===== config.mk =====
export PLATFORM = sky130hd
export DESIGN_NAME = stage_sequencer
export DESIGN_NICKNAME = d
export VERILOG_FILES = /design/src/rtl/stage_sequencer.sv
export SDC_FILE = /design/constraint.sdc
export NUM_CORES = 1
export LEC_CHECK = 0
export ABC_AREA = 1
export CAP_MARGIN = 20
export CORE_UTILIZATION = 33
export DETAILED_ROUTE_END_ITERATION = 10
export PLACE_DENSITY = 0.95
export SYNTH_ARGS = -nofsm -noshare
export SYNTH_HDL_FRONTEND = slang
export SYNTH_SLANG_ARGS = --single-unit

===== constraint.sdc =====
create_clock -name clk -period 3.45 [get_ports clk]
set_clock_uncertainty 0.05 [all_clocks]
set_input_delay 0.69 -clock clk [delete_from_list [all_inputs] [get_ports clk]]
set_output_delay 0.69 -clock clk [all_outputs]
set_load 0.005 [all_outputs]

===== src/rtl/stage_sequencer.sv =====
// Stage sequencer: walks an instruction through NUM_STAGES stages with stall/flush/early-done.
// Define STAGE_RETIRE_CNT_EN to build the retired-instruction counter; otherwise it reads 0.
module stage_sequencer #(
    parameter int NUM_STAGES = 5,
    parameter int STAGE_W    = 3,
    parameter int RETIRE_W   = 32
) (
    input  logic                  clk,
    input  logic                  reset,
    input  logic                  stall,
    input  logic                  flush,
    input  logic                  done_early,
    output logic [STAGE_W-1:0]    stage_o,
    output logic [NUM_STAGES-1:0] stage_onehot_o,
    output logic                  last_stage_o,
    output logic                  retire_o,
    output logic [RETIRE_W-1:0]   retire_count_o
);

    if (NUM_STAGES < 1) begin : g_bad_depth
        $error("stage_sequencer: NUM_STAGES must be >= 1");
    end
    if ((2 ** STAGE_W) < NUM_STAGES) begin : g_bad_width
        $error("stage_sequencer: STAGE_W too narrow for NUM_STAGES");
    end

    localparam logic [STAGE_W-1:0] LAST = STAGE_W'(NUM_STAGES - 1);

    logic [STAGE_W-1:0] stage_nxt;
    logic               complete;

    // Completion is lower priority than both flush and stall.
    assign complete = !flush && !stall && (done_early || last_stage_o);

    always_comb begin
        stage_nxt = stage_o;
        if (flush)         stage_nxt = '0;
        else if (stall)    stage_nxt = stage_o;
        else if (complete) stage_nxt = '0;
        else               stage_nxt = stage_o + STAGE_W'(1);
    end

    always_ff @(posedge clk or negedge reset) begin
        if (!reset) begin
            stage_o  <= '0;
            retire_o <= 1'b0;
        end else begin
            stage_o  <= stage_nxt;
            retire_o <= complete;
        end
    end

    assign last_stage_o = (stage_o == LAST);

    always_comb begin
        stage_onehot_o = '0;
        for (int i = 0; i < NUM_STAGES; i++)
            stage_onehot_o[i] = (stage_o == STAGE_W'(i));
    end

`ifdef STAGE_RETIRE_CNT_EN
    always_ff @(posedge clk or negedge reset) begin
        if (!reset)        retire_count_o <= '0;
        else if (complete) retire_count_o <= retire_count_o + RETIRE_W'(1);
    end
`else
    assign retire_count_o = '0;
`endif

endmodule


==> run metrics <==
status complete, no violations; GRT Overall Usage 0.08289; critical path launch point type flop; DRC Markers 0; largest net degree at the start of global routing 8; Required @ worst endpoint 2.71 ns; fillers 163; clk_lat worst skew 0.24 ns; DRT iter0 DRCs 2; Inst Count DP 99; Syn Inst Count 71; DR WL/cell 6.873 um; FP Rows 14; VDD IR max 127.2 uV; post-synthesis register bit count 4; root buffer cell clkbuf_4; vias per std cell 3.510; area leader, netlist buf_4; Core Footprint 0.001506 mm^2; Yosys top cell area share 0.4648; CTS Buf Count 3; Hold Fails Final Rpt 0; area delta synth->final 9.624%; Finished Layout Cells 102; first-pass GRT wire length 1.048 mm; number of global-route vias before repair 263; post-synthesis average cell area 7.507 um^2; die area 0.001780 mm^2; max frequency 422.8 MHz; Sum Neg Setup Slack 0 ns; final setup vio count 0; Post-Route Utilization 0.3879; PortBufs 14; DRT Pass-1 Iters 4; Crit. End Element primary output; crit-path max FO 5; CTS Buffer Depth 2; global route hottest layer met2; Antenna diodes 0; register area share after synthesis 0.1878; post-route ant nets 0; H-tree levels 1; Tcrit/Tclk final 0.6855; LEAKAGE 0.3406 nW; Max Cap Viol 0; Slew Limit Fails 0; GR Util met1 0.06933; DP HPWL 595.3 um; met2 Track Usage GR 0.1508; RSZ-0062 raised after global routing false; CP Class flop to primary output; grt ovf 0; CTS tree done; post-synthesis cell type count 11; Min-Delay Path Class flop to flop; synth top area cells buf_4 46%, dfrtp_1 19%, ha_1 12%; pwr dens 240.4 mW/mm^2; commonest non-fill, non-tap cell in the layout conb_1; Die X 42.19 um; post_cts resized 0; final wirelength 701 um; min cycle time layout 2.365 ns; met3 GRT Util 0.02586; Yosys warnings 0; clock slew at reported path FFs 0.04 ns; GP Congestion 0.6484; # Post-CTS Setup Buffers 0; Starting Density 0.3538; CTS Sinks 4; CTS Hold Buffers Added 0; most frequent cells in the layout 32 x conb_1, 14 x clkdlybuf4s50_1, 10 x inv_1; layout cells sized above 1 0.09302; Synth Cell Area 533.0 um^2; Vias 358; crit path DAT 1.63 ns; die height 42.19 um; io pins 47; Final Net Count 98; initial antenna violation count 0
-- sequential cells by signal, indices dropped and copies added (netlist names) --
signal	cells
retire_o	1
stage_o	3
-- report_power, final --
group | switching [mW] | total (mW) | internal (mW)
clock | 0.0215 | 0.0606 | 0.0391
sequential | 0.00154 | 0.0501 | 0.0486
combinational | 0.0171 | 0.0298 | 0.0126
-- cell usage after synthesis --
| library cell | number |
|---|---|
| nand2_2 | 3 |
| nor2_1 | 4 |
| dfrtp_1 | 4 |
| nor2_2 | 1 |
| inv_2 | 1 |
| conb_1 | 1 |
| o21ai_1 | 3 |
| nand2_1 | 6 |
| ha_1 | 5 |
| inv_1 | 10 |
| buf_4 | 33 |
-- kinds of logic after synthesis --
group                    synth area share
buffers and inverters              0.5423
AND/OR/NAND/NOR                    0.1174
adder cells (fa/ha/maj)            0.1174
flip-flops                         0.1878
AO/OA/AOI/OAI                     0.02816
other                            0.007035
-- worst paths after layout --
| check | from | end | slack, ns | cells past startpoint |
|---|---|---|---|---|
| max reg2reg | stage_o[0]$_DFFE_PN0P_ | stage_o[2]$_DFFE_PN0P_ | 2.17 | 5 |
| min in group asynchronous | reset | stage_o[0]$_DFFE_PN0P_ | 0.59 | 1 |
| min | stage_o[0]$_DFFE_PN0P_ | stage_o[0]$_DFFE_PN0P_ | 0.55 | 2 |
| max in group asynchronous | reset | retire_o$_DFF_PN0_ | 2.60 | 1 |
| max | stage_o[0]$_DFFE_PN0P_ | stage_onehot_o[4] | 1.08 | 5 |
| min reg2reg | stage_o[0]$_DFFE_PN0P_ | stage_o[0]$_DFFE_PN0P_ | 0.55 | 2 |
-- per-stage QoR --
stage / setup slack [ns] / area [um^2] / hold slack, ns / total power [mW]
final: 1.085 / 584.3 / 0.5545 / 0.1404
after global routing: 0.9818 / 584.3 / 0.5905 / 0.1520
after CTS: 1.069 / 584.3 / 0.5512 / 0.1422
after detailed placement: 1.339 / 561.8 / 0.5404 / 0.08013
after global placement: 1.387 / 561.8 / 0.5012 / 0.07952
after floorplan: 1.762 / 649.4 / 0.3444 / 0.09270
-- critical path, stage by stage, from the launching register on --
cell and delay, ns:
dfrtp_1 0.42, inv_1 0.12, ha_1 0.19, nand2_2 0.07
inv_1 0.08, clkdlybuf4s50_1 0.49
-- layout make-up --
type | count | area (um^2) | area share
Inverter | 11 | 41.29 | 0.07066
Multi-Input combinational cell | 54 | 260.3 | 0.4454
Sequential cell | 4 | 100.1 | 0.1713
Clock buffer | 3 | 22.52 | 0.03854
Tap cell | 16 | 20.02 | 0.03426
Timing Repair Buffer | 14 | 140.1 | 0.2398
-- layer usage --
| metal | part of all wire | routed length (um) |
|---|---|---|
| met1 | 0.32 | 224 |
| met2 | 0.54 | 379 |
| met3 | 0.10 | 70 |
| met4 | 0.039 | 27 |
| met5 | 0 | 0 |
Power figures use the tool's default switching activity.
